**src/rtl/test_seq_pkg.sv**
```systemverilog
// Purpose: shared types and pattern codes for the test pattern sequencer.
// Latency: n/a (types, constants and a combinational helper only).
// Backpressure: none.
package test_seq_pkg;

    localparam int NUM_PATTERNS = 4;

    // Pattern codes understood by test_signal_gen.pattern_sel
    localparam logic [1:0] PAT_INC    = 2'b00;
    localparam logic [1:0] PAT_SQUARE = 2'b01;
    localparam logic [1:0] PAT_LFSR   = 2'b10;
    localparam logic [1:0] PAT_AA55   = 2'b11;

    // GAP is only reachable when the inter-step gap feature is compiled in
    typedef enum logic [1:0] {
        IDLE = 2'd0,
        RUN  = 2'd1,
        GAP  = 2'd2
    } seq_state_e;

    // Index of the lowest set bit; 0 when the mask is empty
    function automatic logic [1:0] lowest_set(input logic [NUM_PATTERNS-1:0] m);
        logic [1:0] r;
        r = 2'd0;
        for (int i = NUM_PATTERNS - 1; i >= 0; i--) begin
            if (m[i]) r = 2'(i);
        end
        return r;
    endfunction

endpackage

```
**src/rtl/seq_step_pick.sv**
```systemverilog
// Purpose: finds the first enabled step and the next enabled step above the current one.
// Latency: purely combinational.
// Backpressure: none.
module seq_step_pick
    import test_seq_pkg::*;
(
    input  logic [NUM_PATTERNS-1:0] mask,
    input  logic [1:0]              cur_step,
    output logic [1:0]              next_step,
    output logic                    wrap,
    output logic [1:0]              first_step
);

    logic [NUM_PATTERNS-1:0] higher;

    // Keep only mask bits strictly above the current step; fall back to the first bit on wrap
    always_comb begin
        higher = '0;
        for (int i = 0; i < NUM_PATTERNS; i++) begin
            higher[i] = mask[i] && (2'(i) > cur_step);
        end
        first_step = lowest_set(mask);
        wrap       = (higher == '0);
        next_step  = wrap ? first_step : lowest_set(higher);
    end

endmodule

```
**config.mk**
```make
export PLATFORM = sky130hd
export DESIGN_NAME = seq_step_pick
export DESIGN_NICKNAME = d
export VERILOG_FILES = /design/src/rtl/test_seq_pkg.sv /design/src/rtl/seq_step_pick.sv
export SDC_FILE = /design/constraint.sdc
export NUM_CORES = 1
export LEC_CHECK = 0
export BUFFER_PORTS_ARGS = -buffer_cell sky130_fd_sc_hd__buf_2
export CAP_MARGIN = 15
export CORE_AREA = 2 2 39 41
export DETAILED_ROUTE_END_ITERATION = 10
export DIE_AREA = 0 0 41 43
export PLACE_DENSITY = 0.4
export REMOVE_ABC_BUFFERS = 1
export SETUP_SLACK_MARGIN = 0.4
export SLEW_MARGIN = 40
export SYNTH_ARGS = -nofsm -noshare
export SYNTH_HDL_FRONTEND = slang
export SYNTH_SLANG_ARGS = --single-unit
```
**constraint.sdc**
```tcl
create_clock -name vclk -period 2.67
set_input_delay 0.534 -clock vclk [all_inputs]
set_output_delay 0.534 -clock vclk [all_outputs]
set_load 0.005 [all_outputs]
```
-- Word level (Yosys, flattened, before mapping)
Index checks and enable logic that the tools add are counted.
- bits in writable memories: 0
- input bits: 6
- output and inout port bits: 5
- bits in read-only memories: 0
- memories: 0
- word-level logic and storage cells: 18
- latch bits: 0
- flip-flop bits (word level): 0
- bitwise operators: 0
- divide/modulo/power cells: 0
- reduce and logical (&&, ||, !) cells: 5
- multipliers: 0
- equality and inequality tests: 0
- order comparisons: 4
- shift operators: 0
- muxes and demuxes: 9
- add/sub/neg operators: 0
- operators by type and width (operator ; count):
    $mux 2 ; 9
    $gt 1x2->1 const A ; 2
    $gt 2x2->1 const A ; 2
    $logic_and 1x1->1 ; 4
    $logic_not 4->1 ; 1

-- Logic depth before layout (Yosys ltp)
Gate-level depths: netlist of the first run.
- word-level depth: 7
- depth in mapped cells: 4
- mapped depth without buffers: 3

-- Worst setup path before layout of the first run
OpenSTA, ideal clock, no wires.
- path kind: input port to output port
- from: input port mask[3]
- to: output port next_step[1]
- slack: 1.030 ns
- cell stages on the path: 4
- data required time: 2.136 ns
- data arrival time: 1.106 ns
- buffers on the path: 1
- cell sequence: buf_4 > nand2b_1 > a22o_1 > a211oi_2
- cells in the longest elaborated chain, start to end: 6
- elaborated cells between the ends (all ways): 11
- those cells by class: 9 x mux; 2 x reduce/logical
- ends and longest elaborated chain (element ; RTL line ; source):
    from (decl) ; seq_step_pick.sv:7 ; input logic [NUM_PATTERNS-1:0] mask,
    $logic_and 1x1->1 ; seq_step_pick.sv:20 ; higher[i] = mask[i] && (2'(i) > cur_step);
    $mux 2 (4 in a row) ; test_seq_pkg.sv:26 ; if (m[i]) r = 2'(i);
    $mux 2 * ; seq_step_pick.sv:24 ; next_step = wrap ? first_step : lowest_set(higher);
    to (decl) ; seq_step_pick.sv:9 ; output logic [1:0] next_step,
Mark *: on every way between the ends. The rest lies on a longest branch, timed or not.

-- Worst setup path after layout of the first run
- from: input port cur_step[0]
- to: output port next_step[1]
- cells in the longest elaborated chain, start to end: 7
- elaborated cells between the ends (all ways): 14
- those cells by class: 4 x order compare; 5 x mux; 5 x reduce/logical
- ends and longest elaborated chain (element ; RTL line ; source):
    from (decl) ; seq_step_pick.sv:8 ; input logic [1:0] cur_step,
    $gt 2x2->1 ; seq_step_pick.sv:20 ;
    $logic_and 1x1->1 ; seq_step_pick.sv:20 ;
    $mux 2 (4 in a row) ; test_seq_pkg.sv:26 ;
    $mux 2 * ; seq_step_pick.sv:24 ;
Marks and branches as above.

==> results of run 1 <==
-- power groups by stage --
stage	Clock (W)	Sequential [W]	Combinational [W]
2_1_floorplan	0	0	0.0000154
3_3_place_gp	0	0	0.0000329
3_5_place_dp	0	0	0.0000328
4_1_cts	0	0	0.0000329
5_1_grt	0	0	0.0000359
6_report	0	0	0.0000324
-- metal layers --
metal	track usage [%]	vias to the layer above
met5	0	-
met4	0	0
met3	0	0
met2	5.000	8
met1	8.228	72
li1	-	100
-- synthesized netlist by cell type (all sizes together) --
master	number	share of area, %
a211oi	1	9.1
a21o	1	5.5
a21oi	4	15
a22o	1	6.4
buf	2	9.1
inv	2	5.5
mux2i	1	7.3
nand2	2	5.5
nand2b	2	11
nor2	3	8.2
nor3	1	3.6
nor3b	1	5.5
o22ai	2	9.1
-- final timing paths --
check  slack (ns)             to  cells past startpoint        start
max          0.81   next_step[1]                      5  cur_step[0]
min          1.36  first_step[0]                      3      mask[0]
-- final cells by class --
| type | count | area [um2] |
|---|---|---|
| fill | 166 | 1184 |
| inverter | 2 | 7.507 |
| multi-input combinational | 19 | 117.6 |
| tap | 16 | 20.02 |
| timing repair buffer | 11 | 55.05 |
-- per-stage QoR --
stage                     hold slack (ns)   power (W)  setup slack, ns  std cells
final                               1.360  0.00003241           0.8140         48
after global routing                1.391  0.00003592           0.7561         48
after CTS                           1.360  0.00003294           0.7939         48
after detailed placement            1.358  0.00003284           0.7946         48
after global placement              1.363  0.00003290           0.8129         48
after floorplan                     1.099  0.00001536            1.081         21
-- cells by family (layout without fill, tap and decap cells) --
group                  after synthesis  count (layout)  share of synthesized area, %
AND/OR/NAND/NOR                      9               9                         33.64
AO/OA/AOI/OAI                        9               9                         44.55
buffers and inverters                4              13                         14.55
multiplexers                         1               1                         7.273
-- tightest hold or removal path: stages --
cell	delay [ns]
buf_2	0.13
nor2_1	0.05
buf_2	0.11
-- cell usage in the layout, fill, tap and decap left out --
cell type  netlist  routed
inv_1            2       2
nor3b_1          1       1
mux2i_1          1       1
nor3_1           1       1
a211oi_2         1       1
a21o_1           1       1
nand2_1          2       2
a22o_1           1       1
nand2b_1         1       1
nand2b_2         1       1
nor2_1           3       3
a21oi_1          4       4
buf_2            1      11
o22ai_1          2       2
==> qor.yml, run 1 <==
status: "complete, no violations"
cp.required_ns: 2.14
finalSetupViolations: 0
drc: 0
power_density_nw_per_um2: 161.9
rows: 14
antenna_found_initial: 0
setup.worst_path.end_class: "primary output"
grt_pass1_vias: 117
grt_max_degree: 9
slowest_stage: "a211oi_2"
postRouteAntennaNets: 0
cts_hold_buf: 0
critPathBufInv: 2
leakagePower_nw: 0.1017
grt_pass1_wl_um: 558
post_route_cells_drive_above_1_share_pct: 40.63
fin_util_pct: 14.47
dr.pass1.iters: 2
numPortBuffers: 11
start_util_pct: 9.946
vias: 180
combPwrFrac_pct: 100.0
path_max_fanout: 6
place_area_um2: 200.2
slew_headroom_pct: 85.24
finalCritPeriodShare_pct: 69.51
p_sw_share_pct: 51.01
register_area_um2: 0
postCtsSetupRepairBufs: 0
crit_arrival_ns: 1.32
layout.nets: 40
path_common_cell: "buf_2"
slowest_delay_ns: 0.20
dieWidth_um: 41
ir_worst_vdd_mv: 0.04058
seq_cells: 0
max_freq_mhz: 538.8
crit_type: "in -> out"
tightest_slew_ns: 0.2210
cell_internal_pwr_w: 0.00001588
hold_violations: 0
synth_area_um2: 137.6
drt-initial-drc-count: 1
min_path_type: "in -> out"
timing.critical_path.max_delay_family: "compound AO/OA/AOI/OAI gates"
avgSynthCellArea_um2: 5.984
fin_crit_ns: 1.856
place_hpwl_um: 319.2
syn_inst: 23
die_h_um: 43
diodes: 0
routed_wl_um: 397
io_pins: 11
dieArea_um2: 1763
crit_path_cell_trace: "buf_2, nand2b_1, a22o_1, a211oi_2, buf_2"
yosysSeqAreaShare_pct: 0
area_delta_synth_final_pct: 45.45
final_area_um2: 200.2
wl_met3_um: 35
yosysUniqueCellTypes: 15
vias_per_cell: 3.750
n_clock_buffer: 0
wl_met1_um: 206
power_switching_w: 0.00001653
ys_warn_count: 0
report.final.slew_viol_count: 0
gp_congestion: 0.7094
core_area_um2: 1384
grt_overflow_total: 0
grt_setup_unrepaired: "false"
drv_cap: 0
wl_met2_um: 155
start_kind: "primary input"
cts.repair.resized: 0
routed.top_layer: "met3"
p_clk_share_pct: 0
grt_usage_pct: 4.196
seq_power_share_pct: 0
wl_per_cell_um: 8.271
setup_tns_ns: 0
No activity file was read; power rests on OpenSTA's default activity.
==> run 2, diff against run 1 <==
clock period = 1.7 ns   (was 2.67 ns; I/O delays follow)
==> run 2 against run 1 <==
Routed wire length up 14%. Sequential share of layout area unchanged. First-iteration DRC count down 100%. Power up 110%. Worst hold slack worse by 0.41 ns. Combinational power up 110%. Die area unchanged. Global-route usage up 0.50 points. Sequential cell count unchanged. Utilization up 5.0 points. Final cell count up 6.3%.
==> qor.yml, run 2 (synthesis results as in run 1) <==
grt_max_degree: 9  # unchanged
min_path_type: "in -> out"
cp.required_ns: 1.36  # -0.78 ns
grt_pass1_wl_um: 627  # +12%
vias: 190  # +5.6%
register_area_um2: 0  # unchanged
p_clk_share_pct: 0  # unchanged
wl_per_cell_um: 8.843  # +6.9%
fin_crit_ns: 1.409
grt_setup_unrepaired: "true"
io_pins: 11  # unchanged
slew_headroom_pct: 84.54  # -0.69 points
antenna_found_initial: 0  # unchanged
postRouteAntennaNets: 0  # unchanged
final_cell_mix: "buf_2 (7), a21oi_1 (3), buf_4 (3)"
numPortBuffers: 11  # unchanged
vias_per_cell: 3.725  # -0.65%
mostFrequentLayoutCell: "buf_2"
fillers: 161  # -3.0%
cell_internal_pwr_w: 0.00003901  # +150%
start_kind: "primary input"
leakagePower_nw: 0.1332  # +31%
core_area_um2: 1384  # unchanged
combPwrFrac_pct: 100.0  # about the same
crit_arrival_ns: 1.07  # -0.25 ns
p_sw_share_pct: 42.82  # -8.2 points
rows: 14  # unchanged
power_switching_w: 0.00002922  # +77%
dr.pass1.iters: 1  # -1
dp.cells: 48  # unchanged
finalCritPeriodShare_pct: 82.86
crit_type: "in -> out"
area_delta_synth_final_pct: 95.45
max_freq_mhz: 709.9
tightest_slew_ns: 0.2314  # +0.01040 ns
gp_congestion: 0.6965  # -1.8%
whs_path_depth: 3  # unchanged
seq_power_share_pct: 0  # unchanged
status: "complete, no violations"
finalSetupViolations: 0  # unchanged
diodes: 0  # unchanged
finalPower_w: 0.00006823  # +110%
dieArea_um2: 1763  # unchanged
hold_start: "mask[1]"
seq_cells: 0  # unchanged
drc: 0  # unchanged
cts_hold_buf: 0  # unchanged
multi_input_area_um2: 131.4  # +12%
post_route_cells_drive_above_1_share_pct: 54.29  # +14 points
path_max_fanout: 5  # -1
die_h_um: 43  # unchanged
grt_pass1_vias: 147  # +26%
ir_worst_vdd_mv: 0.07808  # +92%
dieWidth_um: 41  # unchanged
drv_cap: 0  # unchanged
grt_overflow_total: 0  # unchanged
holdPathEnd: "first_step[1]"
n_clock_buffer: 0  # unchanged
drt-initial-drc-count: 0  # -1
instances_no_fill: 51  # +6.3%
layout.nets: 43  # +7.5%
power_density_nw_per_um2: 253.6  # +57%
setup.worst_path.end_class: "primary output"
grt_usage_pct: 4.695  # +0.50 points
setup_tns_ns: 0  # unchanged
report.final.slew_viol_count: 0  # unchanged
hold_violations: 0  # unchanged
place_hpwl_um: 328.2  # +2.8%
routed_wl_um: 451  # +14%
start_util_pct: 9.946  # unchanged
[run 2: cell count changes in the layout (fill, tap and decap cells not counted), sizes merged]
cell	before	now
buf	11	14
[run 2: timing repair]
item | CTS | global route
setup buffers | 3 | 0
cloned | 0 | 0
endpoints found under the setup margin | 3 | 3
pin swaps | 3 | 2
endpoints found under the hold margin | 0 | 0
resized for setup | 10 | 3
[run 2: layout make-up]
type	count	area share, %
timing repair buffer	14	40.93
tap	16	7.442
multi-input combinational	19	48.84
inverter	2	2.791
[run 2: power by group through the flow]
stage | registers [W] | logic, W | clock network [W]
floorplan | 0 | 0.0000241 | 0
global placement | 0 | 0.0000518 | 0
detailed placement | 0 | 0.0000516 | 0
CTS | 0 | 0.0000664 | 0
global route | 0 | 0.0000742 | 0
finish | 0 | 0.0000682 | 0
[run 2: routing by layer]
metal	track usage, %	up-vias	part of all wire, %
li1	-	105	-
met1	9.494	77	54
met2	5.313	8	39
met3	0	0	6.7
met4	0	0	0
met5	0	-	0
[run 2: how the worst max path moves through the flow]
stage	start	endpoint	slack (ns)	cells past startpoint
floorplan	cur_step[0]	next_step[1]	0.50	3
global placement	cur_step[0]	next_step[1]	0.22	5
detailed placement	cur_step[0]	next_step[1]	0.22	5
CTS	cur_step[0]	next_step[1]	0.28	5
global route	cur_step[0]	next_step[1]	0.23	5
finish	cur_step[0]	next_step[1]	0.29	5
[run 2: through the flow]
| step | worst slack (ns) | hold slack [ns] | cell area (um2) | utilization, % |
|---|---|---|---|---|
| final | 0.2914 | 0.9475 | 269.0 | 19.44 |
| after global routing | 0.2254 | 0.9683 | 269.0 | 19.44 |
| after CTS | 0.2783 | 0.9788 | 259.0 | 18.72 |
| after detailed placement | 0.2221 | 0.9807 | 200.2 | 14.47 |
| after global placement | 0.2206 | 0.9756 | 200.2 | 14.47 |
| after floorplan | 0.4989 | 0.7111 | 125.1 | - |
[run 2: worst max-delay path, stage by stage]
cell and delay, ns:
buf_8 0.10, nand2b_4 0.12, a22o_1 0.20, a211oi_2 0.17, buf_2 0.14
